**src/rtl/dmem_arb_pkg.sv**
```systemverilog
// Shared types and constants for the two-port data-memory arbiter.
// Both the top level and the round-robin arbiter import this package.
package dmem_arb_pkg;

  typedef enum logic [1:0] {
    IDLE = 2'd0,
    LO   = 2'd1,
    HI   = 2'd2,
    ACK  = 2'd3
  } state_e;

  localparam int unsigned MEM_W       = 16;
  localparam int unsigned HALF_OFFSET = 2;

  localparam logic PORT_M0 = 1'b0;
  localparam logic PORT_M1 = 1'b1;

endpackage

```
**src/rtl/rr_arbiter2.sv**
```systemverilog
// Two-way round-robin grant: a lone requester always wins, and on a tie
// the port that did not own the previous transaction wins.
module rr_arbiter2
  import dmem_arb_pkg::*;
(
  input  logic [1:0] req_i,
  input  logic       last_owner_i,
  output logic [1:0] grant_o
);

  always_comb begin
    grant_o = 2'b00;
    if (req_i[0] && req_i[1]) begin
      if (last_owner_i == PORT_M1) begin
        grant_o = 2'b01;
      end else begin
        grant_o = 2'b10;
      end
    end else if (req_i[0]) begin
      grant_o = 2'b01;
    end else if (req_i[1]) begin
      grant_o = 2'b10;
    end
  end

endmodule

```
**src/rtl/dmem_arbiter.sv**
```systemverilog
// Shares a 16-bit data memory between the CPU (m0) and DMA (m1) ports,
// splitting each 32-bit request into a low beat followed by a high beat.
module dmem_arbiter
  import dmem_arb_pkg::*;
#(
  parameter int ADDR_W = 32,
  parameter int DATA_W = 32
) (
  input  logic              clk,
  input  logic              rst_n,

  input  logic              m0_req_i,
  input  logic              m0_we_i,
  input  logic [ADDR_W-1:0] m0_addr_i,
  input  logic [DATA_W-1:0] m0_wdata_i,
  output logic              m0_ack_o,
  output logic [DATA_W-1:0] m0_rdata_o,

  input  logic              m1_req_i,
  input  logic              m1_we_i,
  input  logic [ADDR_W-1:0] m1_addr_i,
  input  logic [DATA_W-1:0] m1_wdata_i,
  output logic              m1_ack_o,
  output logic [DATA_W-1:0] m1_rdata_o,

  output logic [ADDR_W-1:0] mem_addr_o,
  output logic [MEM_W-1:0]  mem_write_data_o,
  output logic              mem_write_en_o,
  output logic              mem_read_o,
  input  logic [MEM_W-1:0]  mem_read_data_i,

  output logic              busy_o,
  output logic              owner_o
);

  localparam logic [ADDR_W-1:0] ALIGN_MASK = ~ADDR_W'(3);

  state_e              state_q, state_d;
  logic                owner_q, last_owner_q, we_q;
  logic [ADDR_W-1:0]   base_q;
  logic [DATA_W-1:0]   wdata_q;
  logic [MEM_W-1:0]    lo_q;
  logic [DATA_W-1:0]   m0_rdata_q, m1_rdata_q;

  logic [1:0]          grant;
  logic                start;
  logic                sel_port;
  logic                sel_we;
  logic [ADDR_W-1:0]   sel_base;
  logic [DATA_W-1:0]   sel_wdata;

  rr_arbiter2 u_rr (
    .req_i        ({m1_req_i, m0_req_i}),
    .last_owner_i (last_owner_q),
    .grant_o      (grant)
  );

  // Winner's fields are only consulted when leaving IDLE.
  always_comb begin
    start     = (state_q == IDLE) && (m0_req_i || m1_req_i);
    sel_port  = grant[1] ? PORT_M1 : PORT_M0;
    sel_we    = grant[1] ? m1_we_i : m0_we_i;
    sel_base  = (grant[1] ? m1_addr_i : m0_addr_i) & ALIGN_MASK;
    sel_wdata = grant[1] ? m1_wdata_i : m0_wdata_i;
  end

  always_ff @(posedge clk or negedge rst_n) begin
    if (!rst_n) begin
      state_q <= IDLE;
    end else begin
      state_q <= state_d;
    end
  end

  always_comb begin
    state_d = state_q;
    unique case (state_q)
      IDLE:    if (start) state_d = LO;
      LO:      state_d = HI;
      HI:      state_d = ACK;
      ACK:     state_d = IDLE;
      default: state_d = IDLE;
    endcase
  end

  always_ff @(posedge clk or negedge rst_n) begin
    if (!rst_n) begin
      owner_q      <= PORT_M0;
      last_owner_q <= PORT_M1;
      we_q         <= 1'b0;
      base_q       <= '0;
      wdata_q      <= '0;
    end else if (start) begin
      owner_q      <= sel_port;
      last_owner_q <= sel_port;
      we_q         <= sel_we;
      base_q       <= sel_base;
      wdata_q      <= sel_wdata;
    end
  end

  // The low half is parked until the high beat completes the word.
  always_ff @(posedge clk or negedge rst_n) begin
    if (!rst_n) begin
      lo_q <= '0;
    end else if (state_q == LO && !we_q) begin
      lo_q <= mem_read_data_i;
    end
  end

  always_ff @(posedge clk or negedge rst_n) begin
    if (!rst_n) begin
      m0_rdata_q <= '0;
      m1_rdata_q <= '0;
    end else if (state_q == HI && !we_q) begin
      if (owner_q == PORT_M0) begin
        m0_rdata_q <= {mem_read_data_i, lo_q};
      end else begin
        m1_rdata_q <= {mem_read_data_i, lo_q};
      end
    end
  end

  always_comb begin
    mem_addr_o       = '0;
    mem_write_data_o = '0;
    mem_write_en_o   = 1'b0;
    mem_read_o       = 1'b0;
    m0_ack_o         = 1'b0;
    m1_ack_o         = 1'b0;
    unique case (state_q)
      LO: begin
        mem_addr_o       = base_q;
        mem_write_data_o = wdata_q[MEM_W-1:0];
        mem_write_en_o   = we_q;
        mem_read_o       = ~we_q;
      end
      HI: begin
        mem_addr_o       = base_q + ADDR_W'(HALF_OFFSET);
        mem_write_data_o = wdata_q[DATA_W-1:MEM_W];
        mem_write_en_o   = we_q;
        mem_read_o       = ~we_q;
      end
      ACK: begin
        m0_ack_o = (owner_q == PORT_M0);
        m1_ack_o = (owner_q == PORT_M1);
      end
      default: ;
    endcase
  end

  assign m0_rdata_o = m0_rdata_q;
  assign m1_rdata_o = m1_rdata_q;
  assign busy_o     = (state_q != IDLE);
  assign owner_o    = owner_q;

endmodule
```
**config.mk**
```make
export PLATFORM = sky130hd
export DESIGN_NAME = dmem_arbiter
export DESIGN_NICKNAME = d
export VERILOG_FILES = /design/src/rtl/dmem_arb_pkg.sv /design/src/rtl/rr_arbiter2.sv /design/src/rtl/dmem_arbiter.sv
export SDC_FILE = /design/constraint.sdc
export NUM_CORES = 1
export LEC_CHECK = 0
export CAP_MARGIN = 0
export CELL_PAD_IN_SITES_DETAIL_PLACEMENT = 2
export CELL_PAD_IN_SITES_GLOBAL_PLACEMENT = 2
export CORE_MARGIN = 2
export CORE_UTILIZATION = 32
export CTS_BUF_LIST = sky130_fd_sc_hd__clkbuf_4 sky130_fd_sc_hd__clkbuf_8
export CTS_CLUSTER_SIZE = 25
export DETAILED_ROUTE_END_ITERATION = 16
export PLACE_DENSITY = 0.93
export SLEW_MARGIN = 40
export SYNTH_ARGS = -nofsm -noshare
export SYNTH_HDL_FRONTEND = slang
export SYNTH_HIERARCHICAL = 1
export SYNTH_SLANG_ARGS = --single-unit
```
**constraint.sdc**
```tcl
create_clock -name clk -period 3.9 [get_ports clk]
set_input_delay 0.585 -clock clk [delete_from_list [all_inputs] [get_ports clk]]
set_output_delay 0.585 -clock clk [all_outputs]
set_load 0.02 [all_outputs]
```
# Word-level counts from Yosys, hierarchy flattened
# Cells that the tools add are included.
dict set report classes {
  add_sub_neg 1
  n_mul 0
  div 0
  n_lt_le_gt_ge 0
  n_eq_ne 4
  shifts 0
  n_mux 16
  bitwise_logic 2
  reduce_logical 11
}
# cell count
set ops {}
lappend ops {{32-bit 2-to-1 mux} 2}
lappend ops {{32-bit one-hot mux with 2 select lines} 1}
lappend ops {{32-bit by 2-bit adder with 32-bit output, second input constant} 1}
lappend ops {{16-bit one-hot mux with 2 select lines} 1}
lappend ops {{2-bit 2-to-1 mux} 5}
lappend ops {{2-bit one-hot mux with 4 select lines} 1}
lappend ops {{1-bit 2-to-1 mux} 6}
lappend ops {{2-bit == test, second input constant} 2}
lappend ops {{1-bit logical AND} 4}
lappend ops {{2-bit AND reduction} 2}
lappend ops {{2-bit by 1-bit == test with 1-bit output, second input constant} 1}
lappend ops {{2-bit zero test} 1}
lappend ops {{2-bit != test, second input constant} 1}
lappend ops {{1-bit NOT} 2}
lappend ops {{2-bit nonzero test} 1}
lappend ops {{2-bit OR reduction} 1}
lappend ops {{1-bit zero test} 1}
lappend ops {{1-bit logical OR} 1}
dict set report word_totals {
  regBits 147
  latch_bits 0
  ramBits 0
  rom_bits 0
  n_memories 0
}

# Longest topological paths before layout
# Gate-level depths: netlist of the first run.
dict set report depth {
  word_depth 4
  depth_mapped 7
}

# By module
# The synthesis of the first run kept the hierarchy.
# mod n_inst cells_each area_per_inst_um2 seq_area_each_um2
set by_module_without_submodules {}
lappend by_module_without_submodules {dmem_arbiter 1 472 6889.1 3679.8}
lappend by_module_without_submodules {rr_arbiter2 1 3 18.8 0.0}

# Worst setup path after synthesis of the first run
# Ideal clock, no wire load.
dict set report synth_path {
  path_type {register to output}
  startpoint {reg state_q[0]}
  endpoint {out mem_write_data_o[10]}
  t_arrival_ns 1.743
  required_time_ns 3.315
  setup_slack_ns 1.572
  stages_incl_launch_ff 7
  n_path_buf 2
  cell_sequence {dfrtp_1 -> inv_1 -> ha_1 -> buf_2 -> buf_1 -> a22oi_1 -> nor2b_1}
}
dict set report synth_between {
  elab_chain_len 2
}
# item line_no
set synth_rtl {}
lappend synth_rtl {{start: declaration} dmem_arbiter.sv:38} ;# state_e state_q, state_d;
lappend synth_rtl {{start signal: assignment} dmem_arbiter.sv:71} ;# state_q <= state_d;
lappend synth_rtl {{2-bit == test / 2-bit by 1-bit == test with 1-bit output (equally long branches)} dmem_arbiter.sv:131} ;# unique case (state_q)
lappend synth_rtl {{16-bit one-hot mux with 2 select lines (*)} dmem_arbiter.sv:131}
lappend synth_rtl {{end: declaration} dmem_arbiter.sv:27} ;# output logic [MEM_W-1:0] mem_write_data_o,
# Every way passes the cells marked *; elsewhere a longest branch is shown, timed or not.

# Worst setup path after layout of the first run
dict set report layout_path {
  startpoint {reg state_q[1]}
  endpoint {out mem_addr_o[23]}
}
dict set report layout_between {
  elab_chain_len 2
}
# item line_no
set layout_rtl {}
lappend layout_rtl {{2-bit == test / 2-bit by 1-bit == test with 1-bit output (equally long branches)} dmem_arbiter.sv:131}
lappend layout_rtl {{32-bit one-hot mux with 2 select lines (*)} dmem_arbiter.sv:131}
lappend layout_rtl {{end: declaration} dmem_arbiter.sv:26} ;# output logic [ADDR_W-1:0] mem_addr_o,
# Marks and branches as above.

==> impl_metrics.tcl, run 1 <==
set metrics [dict create \
    grt_pass1_wl_um 33300 \
    die-width_um 151 \
    grt_pass1_vias 5727 \
    crit_chain "inv_1 -> ha_1 -> o21a_1 -> buf_4 -> and2_1 -> clkdlybuf4s50_1" \
    hold_path.class "reg2reg" \
    r2r_start "state_q[0]$_DFFE_PN0P_" \
    rr_endpoint "m0_rdata_o[10]$_DFFE_PN0P_" \
    finalCriticalPeriod_ps 3200 \
    coreArea_mm2 0.0211 \
    cts_hold_buf 0 \
    mappedNetlistArea_mm2 0.00690 \
    synthCells 473 \
    grt-ovfl-total 0 \
    post_cts_resize_count 0 \
    crit_path_max_fanout 29 \
    worst-path-buf-inv 3 \
    drc_errors 0 \
    dr.pass1.iters 4 \
    dp_slack_ps 1230 \
    fin_ws_ps 703 \
    fmax_ghz 0.313 \
    dpl.cell_count 989 \
    gp_congestion 0.754 \
    clockBufferDepth 2 \
    cts_tree "yes" \
    drt.antenna.violating_nets 0 \
    seqCellArea_mm2 0.00368 \
    cts_buffers 17 \
    drive_gt1_frac 0.330 \
    timing.slew.headroom 0.644 \
    status "complete, no violations" \
    design_area_mm2 0.0102 \
    busiest_layer "met2" \
    grt_use_met2 0.378 \
    wl_per_cell_um 22.0 \
    drt_iter0_markers 97 \
    hpwl_um 16000 \
    ys_warn_count 6 \
    ioPinCount 268 \
    tightest_slew_ps 534 \
    clock_sinks 147 \
    use_met3 0.0413 \
    die_area_mm2 0.0227 \
    drv_cap 0 \
    multi_input_area_mm2 0.00298 \
    fin_util 0.483 \
    hold_slack_ps 504 \
    critPathCaptureType "output port" \
    grt_max_degree 102 \
    nets 891 \
    drv_slew 0 \
    syn_to_final_growth_pct 47.7 \
    grt_use_met1 0.216 \
    row_count 53 \
    slowest_stage "clkdlybuf4s50_1" \
    cts_max_level 4 \
    grt_antenna_before_repair 0 \
    via_per_inst 4.75 \
    cp.arrival_ps 2610 \
    power_density_mw_per_mm2 856 \
    clock-root-buffer "clkbuf_8" \
    hold_end "m0_rdata_o[19]$_DFFE_PN0P_" \
    hold_viol 0 \
    post_cts.repair.setup_buffers 0 \
    max-vdd-ir-drop_mv 0.420 \
    clk_pin_slew_worst_paths_ps 90 \
    worstSetupPathType "reg2out" \
    hold_start "m0_rdata_o[19]$_DFFE_PN0P_" \
    finalCritPeriodShare 0.820 \
    rr_worst_depth 5 \
    cp_top_family "buffers and inverters" \
    rsz0062_at_grt "no" \
    critical_path.max_stage_delay_ps 610 \
    die_y_um 151 \
    port_buffers 262 \
    synth_fp_nets 629 \
    start_util 0.327 \
    finalSetupViolCount 0 \
    power_mw 8.72 \
    track_usage 0.195 \
    worstPathRequired_ps 3310 \
    leakagePower_nw 4.12 \
    wl_um 22500 \
    n_fill_cell 2033 \
    worst_hold_path.num_cells 1 \
    vias 4862 \
    tns_ps 0 \
    insertion_delay_ps 450 \
    start_kind "register" \
    num_antenna_cells 0 \
    postPlaceCellArea_mm2 0.00974 \
    syn_avg_cell_area_um2 14.6 \
    rrSetupSlack_ps 1720 \
    fin_skew_ps 17.9 \
    final_cells 1023 \
]
-- registers in the layout (all words and copies together) (netlist names) --
register      cells
m1_rdata_o       32
m0_rdata_o       32
state_q           2
last_owner_q      1
lo_q             16
wdata_q          32
we_q              1
base_q           30
owner_o           1
-- metal layers --
metal,up-vias,share of wire
met3,21,0.051
li1,2192,-
met1,2491,0.38
met2,158,0.56
met4,0,0.017
met5,-,0
-- area by class of cell --
cell class | count | share of cell area
multi-input cells | 291 | 0.292
clock inverters | 14 | 0.0160
well taps | 275 | 0.0338
repair buffers | 275 | 0.271
clock buffers | 18 | 0.0243
inverters | 3 | 0.00111
flip-flops and latches | 147 | 0.361
-- power by group --
part	leakage, nW	total [mW]	switching [mW]	internal [mW]
Sequential	1.73	2.84	0.512	2.32
Combinational	2.19	4.66	2.25	2.41
Clock	0.205	1.22	0.669	0.554
Total	4.12	8.72	3.43	5.29
-- worst register-to-register path: stages, from the launching register on --
cell and delay, ps:
dfrtp_1 410, inv_1 180, ha_1 340, nor3b_4 230
buf_4 450, mux2_2 440
-- how the worst max path moves through the flow --
| stage | startpoint | end | slack (ps) | cells past startpoint |
|---|---|---|---|---|
| finish | state_q[1]$_DFFE_PN0P_ | mem_addr_o[23] | 700 | 6 |
| CTS | state_q[1]$_DFFE_PN0P_ | mem_addr_o[23] | 650 | 6 |
| detailed placement | state_q[1]$_DFFE_PN0P_ | mem_addr_o[23] | 1230 | 6 |
| floorplan | state_q[0]$_DFFE_PN0P_ | mem_write_data_o[10] | 1570 | 6 |
| global route | state_q[1]$_DFFE_PN0P_ | mem_addr_o[26] | 520 | 6 |
| global placement | state_q[1]$_DFFE_PN0P_ | mem_addr_o[31] | 1350 | 6 |
-- cells in the final DEF (no fill, tap or decap), types with 3 or more instances in the layout --
cell type and count:
dfrtp_1 146, inv_1 3, nor2b_1 19, mux2_2 197, a22oi_1 16, clkdlybuf4s50_1 261
and2_1 31, inv_6 6, buf_4 10, clkbuf_8 18, ha_1 6, mux2_1 12
No activity file was read; power rests on OpenSTA's default activity.
==> inputs of run 2 (changes only) <==
--- a/config.mk
+++ b/config.mk
@@ -9,11 +9,11 @@
 export CELL_PAD_IN_SITES_DETAIL_PLACEMENT = 2
 export CELL_PAD_IN_SITES_GLOBAL_PLACEMENT = 2
 export CORE_MARGIN = 2
-export CORE_UTILIZATION = 32
+export CORE_UTILIZATION = 29
 export CTS_BUF_LIST = sky130_fd_sc_hd__clkbuf_4 sky130_fd_sc_hd__clkbuf_8
 export CTS_CLUSTER_SIZE = 25
 export DETAILED_ROUTE_END_ITERATION = 16
-export PLACE_DENSITY = 0.93
+export PLACE_DENSITY = 0.85
 export SLEW_MARGIN = 40
 export SYNTH_ARGS = -nofsm -noshare
 export SYNTH_HDL_FRONTEND = slang
==> constraint.sdc (replaced) <==
create_clock -name clk -period 3 [get_ports clk]
set_input_delay 0.45 -clock clk [delete_from_list [all_inputs] [get_ports clk]]
set_output_delay 0.45 -clock clk [all_outputs]
set_load 0.02 [all_outputs]
==> impl_metrics.tcl, run 2 (synthesis gave the netlist of run 1 again) <==
set metrics [dict create \
    cts_max_level 4 \
    nets 890 \
    postPlaceCellArea_mm2 0.00981 \
    hold_path.class "in2async" \
    status "complete, no violations" \
    leakagePower_nw 4.65 \
    finalCritPeriodShare 0.939 \
    timing.slew.headroom 0.612 \
    ioPinCount 268 \
    drv_cap 0 \
    rsz0062_at_grt "no" \
    grt_max_degree 76 \
    drt_iter0_markers 120 \
    dp_slack_ps 427 \
    dr.pass1.iters 4 \
    die_y_um 158 \
    row_count 56 \
    max-vdd-ir-drop_mv 0.420 \
    hpwl_um 16300 \
    track_usage 0.176 \
    final_cell_mix "clkdlybuf4s50_1, mux2_2, dfrtp_1, dlymetal6s2s_1, and2_1" \
    die_area_mm2 0.0250 \
    slowest_stage "clkdlybuf4s50_1" \
    final_common_cell "clkdlybuf4s50_1" \
    grt_pass1_wl_um 33300 \
    via_per_inst 4.53 \
    crit_chain "inv_1 -> ha_1 -> buf_4 -> and2_1 -> clkdlybuf4s50_1" \
    finalSetupViolCount 0 \
    tns_ps 0 \
    finalCriticalPeriod_ps 2820 \
    syn_to_final_growth_pct 49.3 \
    tightest_slew_ps 582 \
    port_buffers 262 \
    num_antenna_cells 0 \
    worstPathRequired_ps 2550 \
    grt_antenna_before_repair 0 \
    vias 4833 \
    clk_pin_slew_worst_paths_ps 100 \
    design_area_mm2 0.0103 \
    fin_skew_ps 18.1 \
    dpl.cell_count 1033 \
    fmax_ghz 0.355 \
    drv_slew 0 \
    critical_path.max_stage_delay_ps 670 \
    clockBufferDepth 2 \
    insertion_delay_ps 450 \
    power_density_mw_per_mm2 1070 \
    hold_slack_ps 422 \
    hold_viol 0 \
    wl_per_cell_um 20.3 \
    grt_pass1_vias 5851 \
    clock_sinks 147 \
    start_kind "register" \
    drt.antenna.violating_nets 0 \
    final_cells 1066 \
    gp_congestion 0.750 \
    start_util 0.295 \
    critPathCaptureType "output port" \
    cp.arrival_ps 2370 \
    die-width_um 158 \
    worstSetupPathType "reg2out" \
    grt-ovfl-total 0 \
    fin_util 0.440 \
    fin_ws_ps 182 \
    clock-root-buffer "clkbuf_8" \
    drive_gt1_frac 0.333 \
    power_mw 11.1 \
    cts_tree "yes" \
    crit_path_max_fanout 20 \
    wl_um 21600 \
    cts_buffers 17 \
    drc_errors 0 \
    coreArea_mm2 0.0234 \
]
run 2: changes by cell type in the layout (fill, tap and decap cells not counted), moves of 2 or more:
cell,delta
inv_6,-2
buf_4,-5
dlymetal6s2s_1,+32
clkdlybuf4s50_1,-35
dlygate4sd2_1,+3
buf_12,+2
buf_6,+4
run 2: repair_timing:
item | in CTS | in global routing
buffers inserted | 0 | 0
endpoints found under the setup margin | 32 | 44
gates resized for setup | 4 | 36
hold buffers | 1 | 0
endpoints found under the hold margin | 27 | 0
run 2: path summary, 6_finish.rpt:
kind / start / endpoint / slack (ps) / cells past startpoint
setup / recovery: state_q[0]$_DFFE_PN0P_ / mem_write_en_o / 180 / 5
hold / removal: rst_n / m1_rdata_o[22]$_DFFE_PN0P_ / 420 / 2
setup reg to reg: state_q[0]$_DFFE_PN0P_ / m0_rdata_o[12]$_DFFE_PN0P_ / 900 / 5
hold reg to reg: m0_rdata_o[17]$_DFFE_PN0P_ / m0_rdata_o[17]$_DFFE_PN0P_ / 500 / 1
max in group asynchronous: rst_n / m0_rdata_o[0]$_DFFE_PN0P_ / 1680 / 3
min in group clk: m0_rdata_o[17]$_DFFE_PN0P_ / m0_rdata_o[17]$_DFFE_PN0P_ / 500 / 1
run 2: power breakdown:
| part | switching, mW | internal (mW) | leakage (nW) |
|---|---|---|---|
| sequential | 0.622 | 3.02 | 1.73 |
| combinational | 2.82 | 3.10 | 2.74 |
| clock | 0.876 | 0.625 | 0.190 |
run 2: per-layer routing:
layer,share of wire,vias to the layer above,GRT usage
met3,0.052,24,0.0413
met2,0.55,156,0.337
met4,0.017,0,0.0532
li1,-,2192,-
met1,0.38,2461,0.192
met5,0,-,0
run 2: layout make-up:
type,instances,area [um2]
Clock inverter,14,143
Tap cell,319,399
Sequential cell,147,3680
Clock buffer,18,241
Inverter,3,11.3
Timing Repair Buffer,274,2840
Multi-Input combinational cell,291,2980
Fill cell,2355,13100
run 2: critical path: cells and delay by family (launching register included):
kind	cells	cell delay, ps
AND/OR/NAND/NOR	1	160
buffers and inverters	3	1030
flip-flops	1	410
adder cells (fa/ha/maj)	1	330
